$ cat config.mk
export PLATFORM = sky130hd
export DESIGN_NAME = hit_counter_bank
export DESIGN_NICKNAME = d
export VERILOG_FILES = /design/src/rtl/hit_counter_bank_pkg.sv /design/src/rtl/hit_counter_channel.sv /design/src/rtl/hit_counter_bank.sv
export SDC_FILE = /design/constraint.sdc
export NUM_CORES = 1
export LEC_CHECK = 0
export CAP_MARGIN = 10
export CORE_ASPECT_RATIO = 1.25
export CORE_MARGIN = 2
export CORE_UTILIZATION = 55
export CTS_BUF_LIST = sky130_fd_sc_hd__clkbuf_2
export DETAILED_ROUTE_END_ITERATION = 8
export PLACE_DENSITY = 0.72
export SETUP_SLACK_MARGIN = 0.4
export SYNTH_ARGS = -nofsm -noshare
export SYNTH_HDL_FRONTEND = slang
export SYNTH_SLANG_ARGS = --single-unit
$ cat constraint.sdc
create_clock -name clk40 -period 2.9 [get_ports clk40]
set_clock_uncertainty 0.05 [all_clocks]
set_input_delay 0.58 -clock clk40 [delete_from_list [all_inputs] [get_ports clk40]]
set_output_delay 0.58 -clock clk40 [all_outputs]
set_load 0.03 [all_outputs]
$ cat src/rtl/hit_counter_bank_pkg.sv
// Shared types and sizing helpers for the hit counter bank.
package hit_counter_bank_pkg;

   localparam int MAX_NCH = 64;

   typedef enum logic [1:0] {
      IDLE = 2'd0,
      LOAD = 2'd1,
      SEND = 2'd2
   } state_t;

   // Index field must hold NCH itself, the slot of the summary channel.
   function automatic int idx_width(input int nch);
      return (nch < 1) ? 1 : $clog2(nch + 1);
   endfunction

endpackage

$ cat src/rtl/hit_counter_channel.sv
// One saturating hit counter with sticky overflow and a snapshot register; load swaps live into snapshot.
// Latency: count visible the cycle after inc; no backpressure (counts every cycle).
module hit_counter_channel #(
   parameter int CW = 16
) (
   input  logic          clk40,
   input  logic          rst_n,
   input  logic          inc,
   input  logic          load,
   output logic [CW-1:0] cnt,
   output logic          ovf,
   output logic [CW-1:0] snap_cnt,
   output logic          snap_ovf
);

   always_ff @(posedge clk40 or negedge rst_n) begin
      if (!rst_n) begin
         cnt      <= '0;
         ovf      <= 1'b0;
         snap_cnt <= '0;
         snap_ovf <= 1'b0;
      end else if (load) begin
         // A hit in the load cycle opens the next frame, so nothing is lost or double-counted.
         snap_cnt <= cnt;
         snap_ovf <= ovf;
         cnt      <= inc ? CW'(1) : '0;
         ovf      <= 1'b0;
      end else if (inc) begin
         // Overflow marks a hit dropped at full scale.
         if (&cnt) begin
            ovf <= 1'b1;
         end else begin
            cnt <= cnt + CW'(1);
         end
      end
   end

endmodule

$ cat src/rtl/hit_counter_bank.sv
// Bank of NCH hit counters plus optional any-hit channel; start snapshots+clears, then streams one word per channel (HIT_COUNTER_BANK_PARITY_EN adds rd_parity).
// Latency: first rd_valid 2 cycles after start; words held stable while rd_ready=0, valid never drops without a transfer.
module hit_counter_bank
   import hit_counter_bank_pkg::*;
#(
   parameter  int NCH    = 9,
   parameter  int CW     = 16,
   parameter  int SUM_EN = 1,
   localparam int NW     = NCH + SUM_EN,
   localparam int IDXW   = idx_width(NCH),
   localparam int DW     = IDXW + 1 + CW
) (
   input  logic           clk40,
   input  logic           rst_n,
   input  logic [NCH-1:0] hit,
   input  logic           start,
   output logic           busy,
   output logic [DW-1:0]  rd_data,
   output logic           rd_valid,
   input  logic           rd_ready,
   output logic           rd_last
`ifdef HIT_COUNTER_BANK_PARITY_EN
   ,
   output logic           rd_parity
`endif
);

   state_t          state;
   logic [IDXW-1:0] ptr;
   logic            load;
   logic            xfer;

   logic [CW-1:0]   live_cnt [NW];
   logic [CW-1:0]   snap_cnt [NW];
   logic [NW-1:0]   live_ovf;
   logic [NW-1:0]   snap_ovf;

   logic [IDXW-1:0] nxt_idx;
   logic [CW-1:0]   nxt_cnt;
   logic            nxt_ovf;
   logic            nxt_last;
   logic [DW-1:0]   nxt_word;

   assign load = (state == LOAD);
   assign xfer = rd_valid && rd_ready;

   generate
      if (NCH < 1 || NCH > MAX_NCH) begin : g_bad_nch
         $error("hit_counter_bank: NCH out of range");
      end

      for (genvar i = 0; i < NCH; i++) begin : g_ch
         hit_counter_channel #(.CW(CW)) u_ch (
            .clk40    (clk40),
            .rst_n    (rst_n),
            .inc      (hit[i]),
            .load     (load),
            .cnt      (live_cnt[i]),
            .ovf      (live_ovf[i]),
            .snap_cnt (snap_cnt[i]),
            .snap_ovf (snap_ovf[i])
         );
      end

      if (SUM_EN != 0) begin : g_sum
         hit_counter_channel #(.CW(CW)) u_sum (
            .clk40    (clk40),
            .rst_n    (rst_n),
            .inc      (|hit),
            .load     (load),
            .cnt      (live_cnt[NCH]),
            .ovf      (live_ovf[NCH]),
            .snap_cnt (snap_cnt[NCH]),
            .snap_ovf (snap_ovf[NCH])
         );
      end
   endgenerate

   // Word 0 is registered in the LOAD cycle straight from the live counters, which
   // hold exactly the value the snapshot captures on that same edge.
   always_comb begin
      nxt_idx = load ? '0 : ptr + IDXW'(1);
      nxt_cnt = '0;
      nxt_ovf = 1'b0;
      for (int k = 0; k < NW; k++) begin
         if (nxt_idx == IDXW'(k)) begin
            nxt_cnt = load ? live_cnt[k] : snap_cnt[k];
            nxt_ovf = load ? live_ovf[k] : snap_ovf[k];
         end
      end
      nxt_last = (nxt_idx == IDXW'(NW - 1));
      nxt_word = {nxt_idx, nxt_ovf, nxt_cnt};
   end

   always_ff @(posedge clk40 or negedge rst_n) begin
      if (!rst_n) begin
         state     <= IDLE;
         ptr       <= '0;
         busy      <= 1'b0;
         rd_valid  <= 1'b0;
         rd_last   <= 1'b0;
         rd_data   <= '0;
`ifdef HIT_COUNTER_BANK_PARITY_EN
         rd_parity <= 1'b0;
`endif
      end else begin
         case (state)
            IDLE: begin
               if (start) begin
                  state <= LOAD;
                  busy  <= 1'b1;
               end
            end
            LOAD: begin
               state     <= SEND;
               ptr       <= '0;
               rd_valid  <= 1'b1;
               rd_data   <= nxt_word;
               rd_last   <= nxt_last;
`ifdef HIT_COUNTER_BANK_PARITY_EN
               rd_parity <= ^nxt_word;
`endif
            end
            SEND: begin
               if (xfer) begin
                  if (rd_last) begin
                     state    <= IDLE;
                     busy     <= 1'b0;
                     rd_valid <= 1'b0;
                     rd_last  <= 1'b0;
                  end else begin
                     ptr       <= nxt_idx;
                     rd_data   <= nxt_word;
                     rd_last   <= nxt_last;
`ifdef HIT_COUNTER_BANK_PARITY_EN
                     rd_parity <= ^nxt_word;
`endif
                  end
               end
            end
            default: begin
               state    <= IDLE;
               busy     <= 1'b0;
               rd_valid <= 1'b0;
               rd_last  <= 1'b0;
            end
         endcase
      end
   end

endmodule

==> out/results.ini, run 1 <==
[run_status]
outcome = completed

[detailed_routing]
vias = 13600
totalWireLength_um = 45400
postRouteAntennaNets = 0
drc_errors = 0
routedWlPerCell_um = 19.6
dr.first_iter.drc_count = 989
first_pass_iters = 5
viasPerCell = 5.88

[critical_path]
cp-start-kind = flop
slowest_delay_ns = 0.43
reg2reg_to = rd_data[13]
critPathMaxFanout = 17
cp_top_family = compound AO/OA/AOI/OAI gates
cp_slowest_cell = dfrtp_1
critPathKind = flop to flop
r2r_slack_ns = 0.46
cp_num_buf_inv = 2
endpoint_kind = flop
r2r-start = ptr[0]
critPathArrivalTime_ns = 3.28
cp_cell_sequence = buf_6, and3b_2, o32ai_4, buf_4, o211ai_1, a21oi_1, o21ai_1, nand3_1
worstPathRequired_ns = 3.74
rr_worst_depth = 8

[place]
dpl.hpwl_um = 31800
port_buffers = 36
gp_congestion = 0.920

[floorplan]
pin_count = 37
std_cell_rows = 73
fp.dieH_um = 206
core_area_um2 = 32000
die_width_um = 166
fp.dieArea_um2 = 34100
start_util_pct = 56.1

[clock_network]
clkSlewWorstSetupHoldPaths_ns = 0.11
cts_tree = built
cts_sinks = 370
cts_max_path_buffers = 3
cts-root-buf = clkbuf_2
htreeDepth = 3
clkLatencyLatePin_ns = 0.97
numCtsBuffers = 92

[grt]
antenna_found_initial = 2
grt_pass1_vias = 13500
grt_max_degree = 77
grt_pass1_wl_um = 71900
grt_usage_pct = 27.2
grt_overflow = 0

[sta]
min_period_ns = 2.44
finalCritPeriodShare_pct = 84.1
slew_headroom_pct = 53.7
rsz0062_at_grt = yes
worst_pin_slew_ns = 0.693
setup_tns_ns = 0
drv_slew = 0
setup_violations = 0
fmax_mhz = 410
hold_viol = 0

[layout]
multiInputGateArea_um2 = 8130
nFillCells = 2698
final_common_cell = dfrtp_1
fin_util_pct = 62.3
drive_gt1_share_pct = 21.1
layout_common_cells = dfrtp_1 (369), nor2_1 (193), mux2_2 (142)
regArea_um2 = 9260
fin_nets = 1861
area_growth_pct = 11.1

[logic_synthesis]
yosys_warnings = 0
synth_flop_cell = dfrtp_1
synthArstFlopShare_pct = 100
netlist.area_leader.share_pct = 51.6
syn_area_per_cell_um2 = 10.4
ys_seq_area_share_pct = 51.6
yosys.area.top_type = dfrtp_1
syn-cell-area_um2 = 17900
syn_nets = 1756
ys_types = 71
synthCells = 1729
synth_edf_count = 0
synth_seq_cells = 370
synthTopCellsByArea = dfrtp_1 (52%), mux2_2 (8.9%), nor2_1 (4.0%)

[pwr]
p_leak_nw = 9.16
ir_drop_v = 0.000411
p_per_area_nw_per_um2 = 719

[job]
maxCapViolCount = 0

[worst_hold_path]
hp-class = primary input to asynchronous set/reset pin

## cell type report
cell class              count  area share, %
clock inverters            27          0.798
inverters                  61           1.15
clock buffers             135           3.39
repair buffers            101           4.71
multi-input cells        1208           40.8
diodes                      3         0.0377
well taps                 412           2.59
flip-flops and latches    370           46.5
## kinds of logic (layout without fill, tap and decap cells)
group / Yosys count / after routing / synth area share, %
AO/OA/AOI/OAI: 302 / 302 / 10.9
XOR/XNOR: 112 / 112 / 5.47
AND/OR/NAND/NOR: 593 / 593 / 16.0
flip-flops: 370 / 370 / 51.6
buffers and inverters: 151 / 324 / 3.45
multiplexers: 187 / 187 / 11.5
other: 0 / 3 / 0
adder cells (fa/ha/maj): 14 / 14 / 0.977
## Yosys cell counts (3+ instances only)
| cell | count |
|---|---|
| dfrtp_1 | 370 |
| nor2_1 | 193 |
| mux2_2 | 142 |
| nand2_1 | 116 |
| o21ai_0 | 101 |
| a21oi_1 | 76 |
| nand3_1 | 73 |
| xor2_1 | 64 |
| inv_1 | 60 |
| clkbuf_1 | 50 |
| xnor2_1 | 48 |
| nand4_1 | 45 |
| mux2i_1 | 44 |
| nor3_1 | 36 |
| and3_1 | 29 |
| buf_2 | 29 |
| or3_1 | 27 |
| or2_2 | 20 |
| o211ai_1 | 19 |
| and4_1 | 17 |
| o2111ai_1 | 15 |
| ha_1 | 14 |
| o221ai_1 | 13 |
| o41a_1 | 13 |
| o21ai_1 | 12 |
| nand2b_1 | 10 |
| buf_1 | 9 |
| a31oi_1 | 5 |
| nor3b_1 | 5 |
| and2_1 | 4 |
| nor4_1 | 4 |
| o21a_1 | 4 |
| a211oi_2 | 3 |
| a311oi_1 | 3 |
| a32o_1 | 3 |
| nor2b_1 | 3 |
| o22ai_1 | 3 |
| o31ai_1 | 3 |
## registers in the layout, indices dropped and copies added (netlist names)
register,count
g_sum.u_sum.cnt,16
g_ch.u_ch.cnt,144
busy,1
rd_data,21
g_sum.u_sum.ovf,1
rd_valid,1
g_sum.u_sum.snap_cnt,16
g_ch.u_ch.snap_ovf,9
g_sum.u_sum.snap_ovf,1
rd_last,1
state,2
g_ch.u_ch.ovf,9
ptr,4
g_ch.u_ch.snap_cnt,144
## through the flow
stage	cell area [um^2]	setup slack, ns	cells	hold WS (ns)	power (W)
after floorplan	17900	0.598	1729	0.234	0.00920
final	19900	0.462	2317	0.107	0.0143
after global placement	18900	0.115	2141	0.416	0.0106
after detailed placement	18900	0.109	2141	0.418	0.0107
after CTS	19800	0.375	2304	0.0886	0.0142
after global routing	19900	0.357	2317	0.0998	0.0152
## power by group
part / switching [W] / total [W] / internal, W
logic: 0.00286 / 0.00462 / 0.00176
clock network: 0.00212 / 0.00353 / 0.00141
registers: 0.000505 / 0.00617 / 0.00566
total: 0.00549 / 0.0143 / 0.00884
## routing by layer
layer	global-route usage, %	wire length [um]	share of wire (%)
met4	11.3	1600	3.5
met2	47.1	23300	51
met5	0	0	0
met1	33.3	18400	41
met3	5.10	2110	4.7
## worst max path at each step
stage	end	depth (start not counted)	from
2_1_floorplan	rd_data[0]	7	ptr[1]
3_3_place_gp	g_sum.u_sum.cnt[3]	8	hit[4]
3_5_place_dp	g_sum.u_sum.cnt[7]	8	hit[4]
4_1_cts	rd_data[1]	1	rd_data[1]
5_1_grt	rd_data[0]	7	ptr[0]
6_report	rd_data[13]	8	ptr[0]
## what timing repair did
action                                 CTS  global route
resized for setup                       30            20
gates cloned                             0             1
hold buffers                             1             0
pin swaps                                0             3
endpoints found under the hold margin   73             0
setup endpoints to repair               31            39
setup buffers                            0             9
Power figures use the tool's default switching activity.
==> run 2, diff against run 1 <==
--- a/config.mk
+++ b/config.mk
@@ -11,7 +11,7 @@
 export CORE_UTILIZATION = 55
 export CTS_BUF_LIST = sky130_fd_sc_hd__clkbuf_2
 export DETAILED_ROUTE_END_ITERATION = 8
-export PLACE_DENSITY = 0.72
+export PLACE_DENSITY = 0.75
 export SETUP_SLACK_MARGIN = 0.4
 export SYNTH_ARGS = -nofsm -noshare
 export SYNTH_HDL_FRONTEND = slang
==> constraint.sdc (replaced) <==
create_clock -name clk40 -period 2.01 [get_ports clk40]
set_clock_uncertainty 0.05 [all_clocks]
set_input_delay 0.402 -clock clk40 [delete_from_list [all_inputs] [get_ports clk40]]
set_output_delay 0.402 -clock clk40 [all_outputs]
set_load 0.03 [all_outputs]
==> out/results.ini, run 2 (synthesis results as in run 1) <==
[sta]
setup_ws_ns = -0.431
finalCritPeriodShare_pct = 121
rsz0062_at_grt = yes
worst_pin_slew_ns = 0.880
slew_headroom_pct = 40.8
drv_slew = 0
whs_ns = 0.0877
fmax_mhz = 410
min_period_ns = 2.44
hold_viol = 0
setup_violations = 72

[clock_network]
htreeDepth = 3
numCtsBuffers = 91
cts_tree = built
cts-root-buf = clkbuf_2
cts_sinks = 370
cts_max_path_buffers = 3
clkSlewWorstSetupHoldPaths_ns = 0.13
clkLatencyLatePin_ns = 1.04

[critical_path]
cp-start-kind = flop
critPathArrivalTime_ns = 3.28
critPathKind = flop to flop
worstPathRequired_ns = 2.85
endpoint_kind = flop
critPathMaxFanout = 18

[place]
dpl.hpwl_um = 35600
port_buffers = 36
gp_congestion = 0.975
place_area_um2 = 20800

[pwr]
ir_drop_v = 0.000792
total_power_w = 0.0292
p_leak_nw = 11.9
p_per_area_nw_per_um2 = 1100

[grt]
grt_pass1_wl_um = 81600
grt_usage_pct = 31.1
antenna_found_initial = 1
grt_overflow = 0
grt_max_degree = 67
grt_pass1_vias = 15500

[layout]
drive_gt1_share_pct = 48.4
layout_common_cells = dfrtp_1 (329), buf_4 (316), nor2_1 (143)
fin_nets = 2254
area_growth_pct = 47.2
design_area_um2 = 26400
fin_util_pct = 82.6
final_common_cell = dfrtp_1
reg.largest.list = g_ch.u_ch.cnt (144), g_ch.u_ch.snap_cnt (144), rd_data (21)

[job]
maxCapViolCount = 0

[detailed_routing]
drc_errors = 0
vias = 17400
viasPerCell = 6.46
totalWireLength_um = 70000
dr.first_iter.drc_count = 2210
routedWlPerCell_um = 26.0
first_pass_iters = 9
postRouteAntennaNets = 0

[floorplan]
fp.dieH_um = 206
std_cell_rows = 73
pin_count = 37
fp.dieArea_um2 = 34100
die_width_um = 166
start_util_pct = 56.1
core_area_um2 = 32000

[run_status]
violations = setup timing
outcome = finished, violations left

[worst_hold_path]
hp-class = primary input to flop

## run 2: changes by cell type in the layout (fill, tap and decap cells not counted), sizes merged
cell           before  now
clkinvlp            0    3
clkinv             24   25
dlygate4sd2        20    0
clkbuf            141  134
bufinv              2    3
diode               3    2
dlygate4sd3         1    2
buf                62  467
inv                62   60
clkdlybuf4s15       1    0
## run 2: worst paths after layout
check / start / end / slack [ns] / depth (start not counted)
min reg2reg: g_ch[8].u_ch.snap_cnt[3] / g_ch[8].u_ch.snap_cnt[3] / 0.46 / 1
max: ptr[0] / rd_data[8] / -0.43 / 10
max reg2reg: ptr[0] / rd_data[8] / -0.43 / 10
min: hit[1] / g_ch[1].u_ch.cnt[0] / 0.09 / 4
max in group asynchronous: rst_n / g_ch[2].u_ch.cnt[1] / 0.73 / 4
min in group asynchronous: rst_n / g_ch[4].u_ch.snap_cnt[1] / 0.36 / 3
## run 2: repair_timing
item | 4_1_cts | 5_1_grt
pin swaps | 80 | 198
cloned | 8 | 18
endpoints found under the setup margin | 342 | 348
endpoints found under the hold margin | 370 | 0
gates resized for setup | 301 | 451
setup buffers | 30 | 195
hold buffers | 2 | 0
## run 2: worst max-delay path: stages (launching register included)
cell      delay [ns]
dfrtp_2         0.46
buf_12          0.14
buf_12          0.10
buf_6           0.18
inv_1           0.11
buf_12          0.16
o211ai_1        0.55
a21oi_1         0.15
buf_4           0.17
o21ai_1         0.16
nand3_1         0.10
## run 2: where the power goes
part	switching, W	leakage [nW]	internal [W]
logic	0.00735	6.27	0.00749
registers	0.000821	5.02	0.00820
clock network	0.00331	0.593	0.00200
## run 2: metal layers
metal / part of all wire (%) / global-route usage [%] / wire length, um / up-vias
met5: 0 / 0 / 0 / -
met4: 9.5 / 18.5 / 6620 / 0
met3: 8.5 / 6.08 / 5970 / 488
met2: 49 / 53.4 / 34200 / 1198
met1: 33 / 35.9 / 23200 / 8559
li1: - / - / - / 7171
## run 2: final cells by class
cell class              count  area (um^2)
well taps                 412          515
diodes                      2         5.00
fillers                  1560         5560
flip-flops and latches    370         9310
clock inverters            30          210
multi-input cells        1208        10400
inverters                  61          241
clock buffers             119          596
repair buffers            495         5110
## run 2: through the flow
stage          worst slack (ns)  instances  setup TNS [ns]
6_report                 -0.431       2697           -8.15
5_1_grt                  -0.557       2696          -10.33
4_1_cts                  -0.202       2482           -3.38
3_5_place_dp             -0.429       2293          -20.70
3_3_place_gp             -0.340       2293          -13.82
2_1_floorplan            -0.118       1729           -1.21
==> run 3, diff against run 2 <==
--- a/config.mk
+++ b/config.mk
@@ -10,6 +10,7 @@
 export CORE_MARGIN = 2
 export CORE_UTILIZATION = 55
 export CTS_BUF_LIST = sky130_fd_sc_hd__clkbuf_2
+export CTS_CLUSTER_DIAMETER = 40
 export DETAILED_ROUTE_END_ITERATION = 8
 export PLACE_DENSITY = 0.75
 export SETUP_SLACK_MARGIN = 0.4
==> results of run 3 <==
The final DEF is identical to that of run 2; final timing and power are the same.
